### src/rtl/pipeline_hazard_ctrl_pkg.sv
// rtl/pipeline_hazard_ctrl_pkg.sv - shared types and helpers for the pipeline hazard controller
package pipe_ctrl_pkg;

  typedef enum logic [1:0] {
    RUN      = 2'd0,
    MEM_WAIT = 2'd1,
    FLUSH    = 2'd2
  } state_t;

  localparam logic [4:0] REG_ZERO = 5'd0;

  // Width needed for a counter that must reach max_val.
  function automatic int cnt_width(input int max_val);
    return $clog2(max_val + 1);
  endfunction

endpackage

### src/rtl/pipeline_hazard_ctrl_if.sv
// rtl/pipeline_hazard_ctrl_if.sv - hazard inputs and stage controls; PIPE_HAZARD_PERF_CNT_EN adds perf counters
interface pipeline_hazard_ctrl_if;
  logic [4:0]  idRs;
  logic [4:0]  idRt;
  logic        exMemRead;
  logic [4:0]  exRt;
  logic        exBranchTaken;
  logic        memReq;
  logic        memReady;
  logic        pcWrite;
  logic        ifIdWrite;
  logic        ifIdFlush;
  logic        idExWrite;
  logic        idExFlush;
  logic        exMemWrite;
  logic        memWbBubble;
  logic        memError;
`ifdef PIPE_HAZARD_PERF_CNT_EN
  logic [31:0] stallCycles;
  logic [31:0] flushCount;
`endif

  modport master (
`ifdef PIPE_HAZARD_PERF_CNT_EN
    input  stallCycles, flushCount,
`endif
    output idRs, idRt, exMemRead, exRt, exBranchTaken, memReq, memReady,
    input  pcWrite, ifIdWrite, ifIdFlush, idExWrite, idExFlush, exMemWrite,
           memWbBubble, memError
  );

  modport slave (
`ifdef PIPE_HAZARD_PERF_CNT_EN
    output stallCycles, flushCount,
`endif
    input  idRs, idRt, exMemRead, exRt, exBranchTaken, memReq, memReady,
    output pcWrite, ifIdWrite, ifIdFlush, idExWrite, idExFlush, exMemWrite,
           memWbBubble, memError
  );
endinterface

### src/rtl/pipeline_hazard_ctrl_load_use_detect.sv
// rtl/pipeline_hazard_ctrl_load_use_detect.sv - combinational load-use hazard comparator
module load_use_detect
  import pipe_ctrl_pkg::*;
(
  input  logic       exMemRead,
  input  logic [4:0] exRt,
  input  logic [4:0] idRs,
  input  logic [4:0] idRt,
  output logic       hazard
);

  // r0 is hardwired to zero, so a load targeting it can never create a dependency.
  assign hazard = exMemRead && (exRt != REG_ZERO) && ((exRt == idRs) || (exRt == idRt));

endmodule

### src/rtl/pipeline_hazard_ctrl.sv
// rtl/pipeline_hazard_ctrl.sv - pipeline stall/flush sequencer; PIPE_HAZARD_PERF_CNT_EN adds perf counters
module pipeline_hazard_ctrl
  import pipe_ctrl_pkg::*;
#(
  parameter int FLUSH_CYCLES = 1,
  parameter int MEM_TIMEOUT  = 16
) (
  input  logic                  clk,
  input  logic                  reset,
  pipeline_hazard_ctrl_if.slave hz
);

  localparam int WAIT_W  = cnt_width(MEM_TIMEOUT);
  localparam int FLUSH_W = cnt_width(FLUSH_CYCLES);
  localparam logic [WAIT_W-1:0]  TIMEOUT_VAL = WAIT_W'(MEM_TIMEOUT);
  localparam logic [FLUSH_W-1:0] FLUSH_LAST  = FLUSH_W'(FLUSH_CYCLES - 1);

  state_t               state, state_nxt;
  logic [WAIT_W-1:0]    wait_cnt, wait_cnt_nxt;
  logic [FLUSH_W-1:0]   flush_cnt, flush_cnt_nxt;

  logic hazard;
  logic mem_stall;
  logic freeze;
  logic lu_stall;
  logic if_flush;
  logic id_flush;
  logic bubble;
  logic err;
  logic branch_evt;

  load_use_detect u_load_use_detect (
    .exMemRead (hz.exMemRead),
    .exRt      (hz.exRt),
    .idRs      (hz.idRs),
    .idRt      (hz.idRt),
    .hazard    (hazard)
  );

  assign mem_stall = hz.memReq & ~hz.memReady;

  always_ff @(posedge clk) begin
    if (reset) begin
      state     <= RUN;
      wait_cnt  <= '0;
      flush_cnt <= '0;
    end else begin
      state     <= state_nxt;
      wait_cnt  <= wait_cnt_nxt;
      flush_cnt <= flush_cnt_nxt;
    end
  end

  always_comb begin
    state_nxt     = state;
    wait_cnt_nxt  = wait_cnt;
    flush_cnt_nxt = flush_cnt;
    freeze        = 1'b0;
    lu_stall      = 1'b0;
    if_flush      = 1'b0;
    id_flush      = 1'b0;
    bubble        = 1'b0;
    err           = 1'b0;
    branch_evt    = 1'b0;
    case (state)
      RUN: begin
        if (mem_stall) begin
          freeze       = 1'b1;
          bubble       = 1'b1;
          state_nxt    = MEM_WAIT;
          wait_cnt_nxt = WAIT_W'(1);
        end else if (hz.exBranchTaken) begin
          branch_evt = 1'b1;
          if_flush   = 1'b1;
          id_flush   = 1'b1;
          if (FLUSH_CYCLES > 1) begin
            state_nxt     = FLUSH;
            flush_cnt_nxt = FLUSH_W'(1);
          end
        end else if (hazard) begin
          lu_stall = 1'b1;
          id_flush = 1'b1;
        end
      end
      MEM_WAIT: begin
        if (hz.memReady) begin
          state_nxt    = RUN;
          wait_cnt_nxt = '0;
        end else if (wait_cnt == TIMEOUT_VAL) begin
          // Abort: let the pipeline move on but keep the dead load out of writeback.
          err          = 1'b1;
          bubble       = 1'b1;
          state_nxt    = RUN;
          wait_cnt_nxt = '0;
        end else begin
          freeze       = 1'b1;
          bubble       = 1'b1;
          wait_cnt_nxt = wait_cnt + WAIT_W'(1);
        end
      end
      FLUSH: begin
        if (mem_stall) begin
          freeze        = 1'b1;
          bubble        = 1'b1;
          state_nxt     = MEM_WAIT;
          wait_cnt_nxt  = WAIT_W'(1);
          flush_cnt_nxt = '0;
        end else begin
          if_flush = 1'b1;
          if (flush_cnt == FLUSH_LAST) begin
            state_nxt     = RUN;
            flush_cnt_nxt = '0;
          end else begin
            flush_cnt_nxt = flush_cnt + FLUSH_W'(1);
          end
        end
      end
      default: begin
        state_nxt     = RUN;
        wait_cnt_nxt  = '0;
        flush_cnt_nxt = '0;
      end
    endcase
  end

  assign hz.pcWrite     = ~reset & ~freeze & ~lu_stall;
  assign hz.ifIdWrite   = ~reset & ~freeze & ~lu_stall;
  assign hz.idExWrite   = ~reset & ~freeze;
  assign hz.exMemWrite  = ~reset & ~freeze;
  assign hz.ifIdFlush   = reset | if_flush;
  assign hz.idExFlush   = reset | id_flush;
  assign hz.memWbBubble = reset | bubble;
  assign hz.memError    = ~reset & err;

`ifdef PIPE_HAZARD_PERF_CNT_EN
  logic [31:0] stall_cycles_q;
  logic [31:0] flush_count_q;

  always_ff @(posedge clk) begin
    if (reset) begin
      stall_cycles_q <= '0;
      flush_count_q  <= '0;
    end else begin
      if (!hz.pcWrite && (stall_cycles_q != '1)) stall_cycles_q <= stall_cycles_q + 32'd1;
      if (branch_evt && (flush_count_q != '1))   flush_count_q  <= flush_count_q + 32'd1;
    end
  end

  assign hz.stallCycles = stall_cycles_q;
  assign hz.flushCount  = flush_count_q;
`else
  logic unused_branch_evt;
  assign unused_branch_evt = branch_evt;
`endif

endmodule

### src/flat_wrapper.sv
// flat-port wrapper written by rule: the top's interface ports become plain ports
module pipeline_hazard_ctrl_flat import pipe_ctrl_pkg::*;
#(
  parameter int FLUSH_CYCLES = 1,
  parameter int MEM_TIMEOUT  = 16
)
  (clk, reset, hz_idRs, hz_idRt, hz_exMemRead, hz_exRt, hz_exBranchTaken, hz_memReq, hz_memReady, hz_pcWrite, hz_ifIdWrite, hz_ifIdFlush, hz_idExWrite, hz_idExFlush, hz_exMemWrite, hz_memWbBubble, hz_memError);
  pipeline_hazard_ctrl_if hz_i ();
  input  logic clk;
  input  logic reset;
  input wire logic [$bits(hz_i.idRs)-1:0] hz_idRs;
  input wire logic [$bits(hz_i.idRt)-1:0] hz_idRt;
  input wire logic [$bits(hz_i.exMemRead)-1:0] hz_exMemRead;
  input wire logic [$bits(hz_i.exRt)-1:0] hz_exRt;
  input wire logic [$bits(hz_i.exBranchTaken)-1:0] hz_exBranchTaken;
  input wire logic [$bits(hz_i.memReq)-1:0] hz_memReq;
  input wire logic [$bits(hz_i.memReady)-1:0] hz_memReady;
  output wire logic [$bits(hz_i.pcWrite)-1:0] hz_pcWrite;
  output wire logic [$bits(hz_i.ifIdWrite)-1:0] hz_ifIdWrite;
  output wire logic [$bits(hz_i.ifIdFlush)-1:0] hz_ifIdFlush;
  output wire logic [$bits(hz_i.idExWrite)-1:0] hz_idExWrite;
  output wire logic [$bits(hz_i.idExFlush)-1:0] hz_idExFlush;
  output wire logic [$bits(hz_i.exMemWrite)-1:0] hz_exMemWrite;
  output wire logic [$bits(hz_i.memWbBubble)-1:0] hz_memWbBubble;
  output wire logic [$bits(hz_i.memError)-1:0] hz_memError;
  assign hz_i.idRs = hz_idRs;
  assign hz_i.idRt = hz_idRt;
  assign hz_i.exMemRead = hz_exMemRead;
  assign hz_i.exRt = hz_exRt;
  assign hz_i.exBranchTaken = hz_exBranchTaken;
  assign hz_i.memReq = hz_memReq;
  assign hz_i.memReady = hz_memReady;
  assign hz_pcWrite = hz_i.pcWrite;
  assign hz_ifIdWrite = hz_i.ifIdWrite;
  assign hz_ifIdFlush = hz_i.ifIdFlush;
  assign hz_idExWrite = hz_i.idExWrite;
  assign hz_idExFlush = hz_i.idExFlush;
  assign hz_exMemWrite = hz_i.exMemWrite;
  assign hz_memWbBubble = hz_i.memWbBubble;
  assign hz_memError = hz_i.memError;
  pipeline_hazard_ctrl #(.FLUSH_CYCLES(FLUSH_CYCLES), .MEM_TIMEOUT(MEM_TIMEOUT)) u_core (.clk(clk), .reset(reset), .hz(hz_i));
endmodule
### config.mk
export PLATFORM = sky130hd
export DESIGN_NAME = pipeline_hazard_ctrl_flat
export DESIGN_NICKNAME = d
export VERILOG_FILES = /design/src/rtl/pipeline_hazard_ctrl_pkg.sv /design/src/rtl/pipeline_hazard_ctrl_if.sv /design/src/rtl/pipeline_hazard_ctrl_load_use_detect.sv /design/src/rtl/pipeline_hazard_ctrl.sv /design/src/flat_wrapper.sv
export SDC_FILE = /design/constraint.sdc
export NUM_CORES = 1
export LEC_CHECK = 0
export BUFFER_PORTS_ARGS = -buffer_cell sky130_fd_sc_hd__buf_4
export CORE_MARGIN = 3
export CORE_UTILIZATION = 40
export DETAILED_ROUTE_END_ITERATION = 8
export GPL_TIMING_DRIVEN = 0
export MAX_ROUTING_LAYER = met4
export PLACE_DENSITY = 0.77
export SLEW_MARGIN = 5
export SYNTH_ARGS = -nofsm -noshare
export SYNTH_HDL_FRONTEND = slang
export SYNTH_SLANG_ARGS = --single-unit
### constraint.sdc
create_clock -name clk -period 1.6 [get_ports clk]
set_input_delay 0.16 -clock clk [delete_from_list [all_inputs] [get_ports clk]]
set_output_delay 0.16 -clock clk [all_outputs]
set_load 0.05 [all_outputs]
Word level (Yosys, flattened, before mapping)
Cells that the tools add are included.
{"block": "totals", "wordCells": 66, "output_inout_bits": 8, "in_bits": 21, "regBits": 8}
{"block": "classes", "addsub": 2, "n_mux": 33, "eq_ne": 9, "reduce_logical": 8, "bitwise": 11}
{"operator": "1-bit two-way mux", "count": 19}
{"operator": "5-bit two-way mux", "count": 3}
{"operator": "5-bit == test", "count": 2}
{"operator": "2-bit two-way mux", "count": 5}
{"operator": "5-bit case mux with 2 select lines", "count": 1}
{"operator": "1-bit case mux with 2 select lines", "count": 4}
{"operator": "2-bit case mux with 3 select lines", "count": 1}
{"operator": "5-bit by 1-bit adder with 5-bit output, second input constant", "count": 1}
{"operator": "5-bit == test, second input constant", "count": 1}
{"operator": "5-bit nonzero test", "count": 1}
{"operator": "1-bit AND", "count": 4}
{"operator": "2-bit by 1-bit inequality test with 1-bit output, second input constant", "count": 2}
{"operator": "1-bit inverter", "count": 4}
{"operator": "2-bit OR reduction", "count": 2}
{"operator": "3-bit by 2-bit inequality test with 1-bit output, second input constant", "count": 1}
{"operator": "3-bit inequality test, second input constant", "count": 1}
{"operator": "1-bit bitwise OR", "count": 3}
{"operator": "3-bit AND reduction", "count": 1}
{"operator": "2-bit by 1-bit == test with 1-bit output, second input constant", "count": 1}
{"operator": "2-bit == test, second input constant", "count": 1}
{"operator": "1-bit logical AND", "count": 2}
{"operator": "2-bit zero test", "count": 1}
{"operator": "1-bit adder, second input constant", "count": 1}
{"operator": "1-bit logical OR", "count": 1}

Logic depth before layout (Yosys ltp)
{"block": "logic_depth", "word_depth": 9, "mapped_depth": 6, "depth_no_buf": 5}

Modules after synthesis
From an unflattened synthesis, not the netlist that was laid out.
{"block": "unflattened", "cells_unflattened": 68, "area_unflattened_um2": 549.3}
{"module": "pipeline_hazard_ctrl", "instances": 1, "cells_each": 51, "seq_area_each_um2": 120.1, "area_each_um2": 424.2}
{"module": "load_use_detect", "instances": 1, "cells_each": 17, "seq_area_each_um2": 0.0, "area_each_um2": 125.1}

Least setup slack after synthesis
Ideal clock, no wire load.
{"block": "synth_timing", "kind": "flip-flop to output port", "from": "register u_core.wait_cnt[0]", "to": "output hz_pcWrite", "required_ns": 1.440, "stages_incl_launch_ff": 7, "arrival_ns": 2.864, "path_buffers": 1, "slack_ns": -1.424, "path_cell_list": "dfxtp_1 > inv_1 > ha_1 > a31oi_4 > nor3_1 > o31a_1 > buf_4"}
{"block": "synth_between", "elab_chain_len": 7}
{"element": "start: declaration", "line": "pipeline_hazard_ctrl.sv:19", "source": "logic [WAIT_W-1:0] wait_cnt, wait_cnt_nxt;"}
{"element": "start signal: assignment", "line": "pipeline_hazard_ctrl.sv:49", "source": "wait_cnt <= wait_cnt_nxt;"}
{"element": "5-bit == test", "line": "pipeline_hazard_ctrl.sv:89", "source": "end else if (wait_cnt == TIMEOUT_VAL) begin"}
{"element": "1-bit two-way mux", "line": "pipeline_hazard_ctrl.sv:89"}
{"element": "1-bit two-way mux", "line": "pipeline_hazard_ctrl.sv:86", "source": "if (hz.memReady) begin"}
{"element": "1-bit case mux with 2 select lines", "line": "pipeline_hazard_ctrl.sv:65", "source": "case (state)"}
{"element": "1-bit inverter"}
{"element": "1-bit AND"}
{"element": "via hz_exMemWrite", "line": "flat_wrapper.sv:23", "source": "output wire logic [$bits(hz_i.exMemWrite)-1:0] hz_exMemWrite;"}
{"element": "1-bit AND", "line": "pipeline_hazard_ctrl.sv:126", "source": "assign hz.pcWrite = ~reset & ~freeze & ~lu_stall;"}
{"element": "end: declaration", "line": "flat_wrapper.sv:18", "source": "output wire logic [$bits(hz_i.pcWrite)-1:0] hz_pcWrite;"}
The timed path passes the listed nets, and every way through them passes these cells.

Worst setup path in the final report
{"block": "layout_timing", "from": "register u_core.state[0]", "to": "output hz_pcWrite"}
{"block": "layout_between", "elab_chain_len": 6, "word_cells_on_any_way": 10, "cone_classes": "2 x eq/ne; 2 x mux; 4 x bitwise; 2 x reduce/logical"}
{"element": "start: declaration", "line": "pipeline_hazard_ctrl.sv:18", "source": "state_t state, state_nxt;"}
{"element": "start signal: assignment", "line": "pipeline_hazard_ctrl.sv:48", "source": "state <= state_nxt;"}
{"element": "2-bit == test or 2-bit zero test (tied branches)", "line": "pipeline_hazard_ctrl.sv:65"}
{"element": "2-bit OR reduction (no source line)"}
{"element": "1-bit case mux with 2 select lines", "line": "pipeline_hazard_ctrl.sv:65"}
{"element": "1-bit inverter", "line": "pipeline_hazard_ctrl.sv:126"}
{"element": "1-bit AND", "line": "pipeline_hazard_ctrl.sv:126"}
{"element": "1-bit AND *", "line": "pipeline_hazard_ctrl.sv:126"}
Every way passes the cells marked *; elsewhere a longest branch is shown, timed or not.

==> impl_results.md <==
* Ys Warns at 0
* Dominant cells by area after synthesis: dfxtp_1, xor2_1, nor2_1, a21oi_1, ha_1
* Average cell area after synthesis at 8.000 sq um
* Vias per cell at 5.248
* Critical Path End Type: primary output
* Largest net degree at the start of global routing at 11
* Die area at 1792 sq um
* F_max at 604.8 MHz
* First-pass GRT wire length at 2753 um
* EDFF count, synth at 0
* Clk buf depth at 2
* Fin crit share at 1.033
* Status: finished, violations left
* Syn nets at 89
* CORE AREA at 1171 sq um
* Rows at 12
* Final Non-Filler Cells at 113
* Max FO, Critical Path at 6
* Die Wd at 42.33 um
* Initial antenna violation count at 0
* Synthesis-to-finish area growth at 66.11%
* Slew headroom at 0.6402
* Max Cap Viol at 0
* Total track usage at 0.2068
* Detailed-route DRC error count at 0
* Post-DRT Antenna Nets at 0
* Worst-margin pin slew at 0.5396 ns
* Post-synthesis compound-gate area fraction at 0.2441
* Placer Congestion at 0.7541
* DR vias at 593
* Filler cells at 103
* Max H-tree Level at 1
* Cell taking the most area after synthesis: dfxtp_1
* Cell variety after synth at 27
* Leak at 0.3820 nW
* Primary FF master, synth: dfxtp_1
* Die height at 42.33 um
* Layout cells sized above 1 at 0.5253
* Post-synth ARST share at 0
* Clock sinks at 6
* Crit path kind: reg2out
* Post-synthesis mux area share at 0
* HPWL Detailed at 1244 um
* XOR/XNOR Fraction of Synth Area at 0.1659
* Pre-CTS setup slack at -0.04791 ns
* Antenna Cells at 0
* CP arrival at 1.49 ns
* Adder-cell share of the synthesized area at 0.04739
* Layout Nets at 124
* Setup Viol. Count Final at 2
* Final Util at 0.7489
* Placed Cells at 107
* Design area at 877.1 sq um
* Flops & latches, synth at 6
* Slew Viols, Final at 0
* Largest family of logic cells by synthesized area: simple AND/OR/NAND/NOR gates
* RSZ-0062 raised after global routing: true
* Synth Cell Area at 528.0 sq um
* TritonCTS buffer count at 3
* Worst ir drop on vdd at 0.6044 mV
* Top cell type's share of synthesized area at 0.2275
* Drt initial violations at 7
* Grt total ovfl at 0
* Worst-skew pair later-pin latency at 0.24 ns
* Failing checks: setup timing
* # port buffers at 27
* Area after DPL at 795.8 sq um
* Post-Syn Instances at 66
* Detailed Routing Iterations Pass 1 at 4
* PnR worst setup slack at -0.05331 ns
* I/O pins at 29
* Clock Skew at 0.002203 ns
* Sequential area share after synthesis at 0.2275
* Initial Util at 0.4509
* Startpoint Class: flip-flop
* Vias in the first global route at 633
* Multi-input gate area at 432.9 sq um
* Root buf cell: clkbuf_4
* CTS tree: done
* WL/cell at 14.45 um
* Tmin final at 1.653 ns
* Pwr/cell area at 604.5 nW/um^2
* Drt total wl at 1633 um
* Tot Pwr at 530.2 uW
* Post-Synth Simple-Gate Area at 0.2583
* Hold WC Path Type: in2reg
* Reg clk slew, reported paths at 0.04 ns
* Storage element area at 127.6 sq um
* CP required at 1.44 ns
* Final Hold Viols at 0
## registers in the layout (all words and copies together) (netlist names)
signal           flops
u_core.wait_cnt      5
u_core.state         1
## report_power, final
| group | internal, mW | switching, mW |
|---|---|---|
| Combinational | 0.109 | 0.127 |
| Clock | 0.0847 | 0.0527 |
| Sequential | 0.153 | 0.00419 |
## stage by stage
stage,TNS (ns),hold slack [ns]
after global routing,-0.1878,0.3805
after CTS,-0.08395,0.3544
after detailed placement,-0.04791,0.5361
after floorplan,-0.2716,0.4610
final,-0.07080,0.3512
after global placement,-0.01612,0.5323
## area by class of cell
class | count | share of cell area
Inverter | 3 | 0.01569
Timing Repair Buffer | 30 | 0.2739
Tap cell | 14 | 0.01997
Buffer | 3 | 0.02568
Clock buffer | 3 | 0.02568
Multi-Input combinational cell | 54 | 0.4936
Sequential cell | 6 | 0.1455
## critical path, stage by stage (launching register included)
cell and delay [ns]:
dfxtp_2 0.34, and2b_4 0.28, o211ai_4 0.10, o31a_4 0.29
buf_6 0.11, buf_6 0.14
## layer usage
layer  vias to the layer above  GRT usage  part of all wire
met4                         0    0.04348                 0
met1                       270     0.2339              0.42
li1                        303          -                 -
met2                        20     0.3435              0.51
met5                         -          -                 0
met3                         0    0.08155             0.070
## cells in the mapped netlist, types with 2 or more instances
library cell  instances
inv_1                 3
xor2_1               10
nand2b_1              2
nand3_1               4
dfxtp_1               6
o21bai_1              2
buf_4                 2
ha_1                  2
a21oi_1               5
nor3_1                5
nor2_1                9
## path summary, 6_finish.rpt
check / start / endpoint / slack, ns / cells after the start
max: u_core.state[0] / hz_pcWrite / -0.05 / 5
min: reset / u_core.wait_cnt[1] / 0.35 / 2
max reg2reg: u_core.wait_cnt[1] / u_core.wait_cnt[3] / 0.09 / 6
min reg2reg: u_core.wait_cnt[2] / u_core.wait_cnt[2] / 0.52 / 2
## cell usage in the layout (no fill, tap or decap), types with 2 or more instances in the layout
master,instances
buf_6,3
a21oi_1,5
nor3_2,2
nor2_1,9
nor3_1,2
clkbuf_4,3
dfxtp_1,2
buf_4,28
dfxtp_2,3
nand3_1,4
xor2_1,10
nand2b_1,2
## cell families after synthesis
logic type | after synthesis
buffers and inverters | 6
AOI/OAI and AO/OA | 16
DFF | 6
xor gates and xnor gates | 10
and+or+nand+nor | 26
adders and majority gates | 2
## what timing repair did
action                                  in CTS  in global routing
resized for setup                            4                  6
setup buffers                                3                  0
endpoints found under the setup margin       4                  4
pin swaps                                    1                  0
hold buffers                                 0                  0
Note: power is estimated with default switching activity, not from simulation.
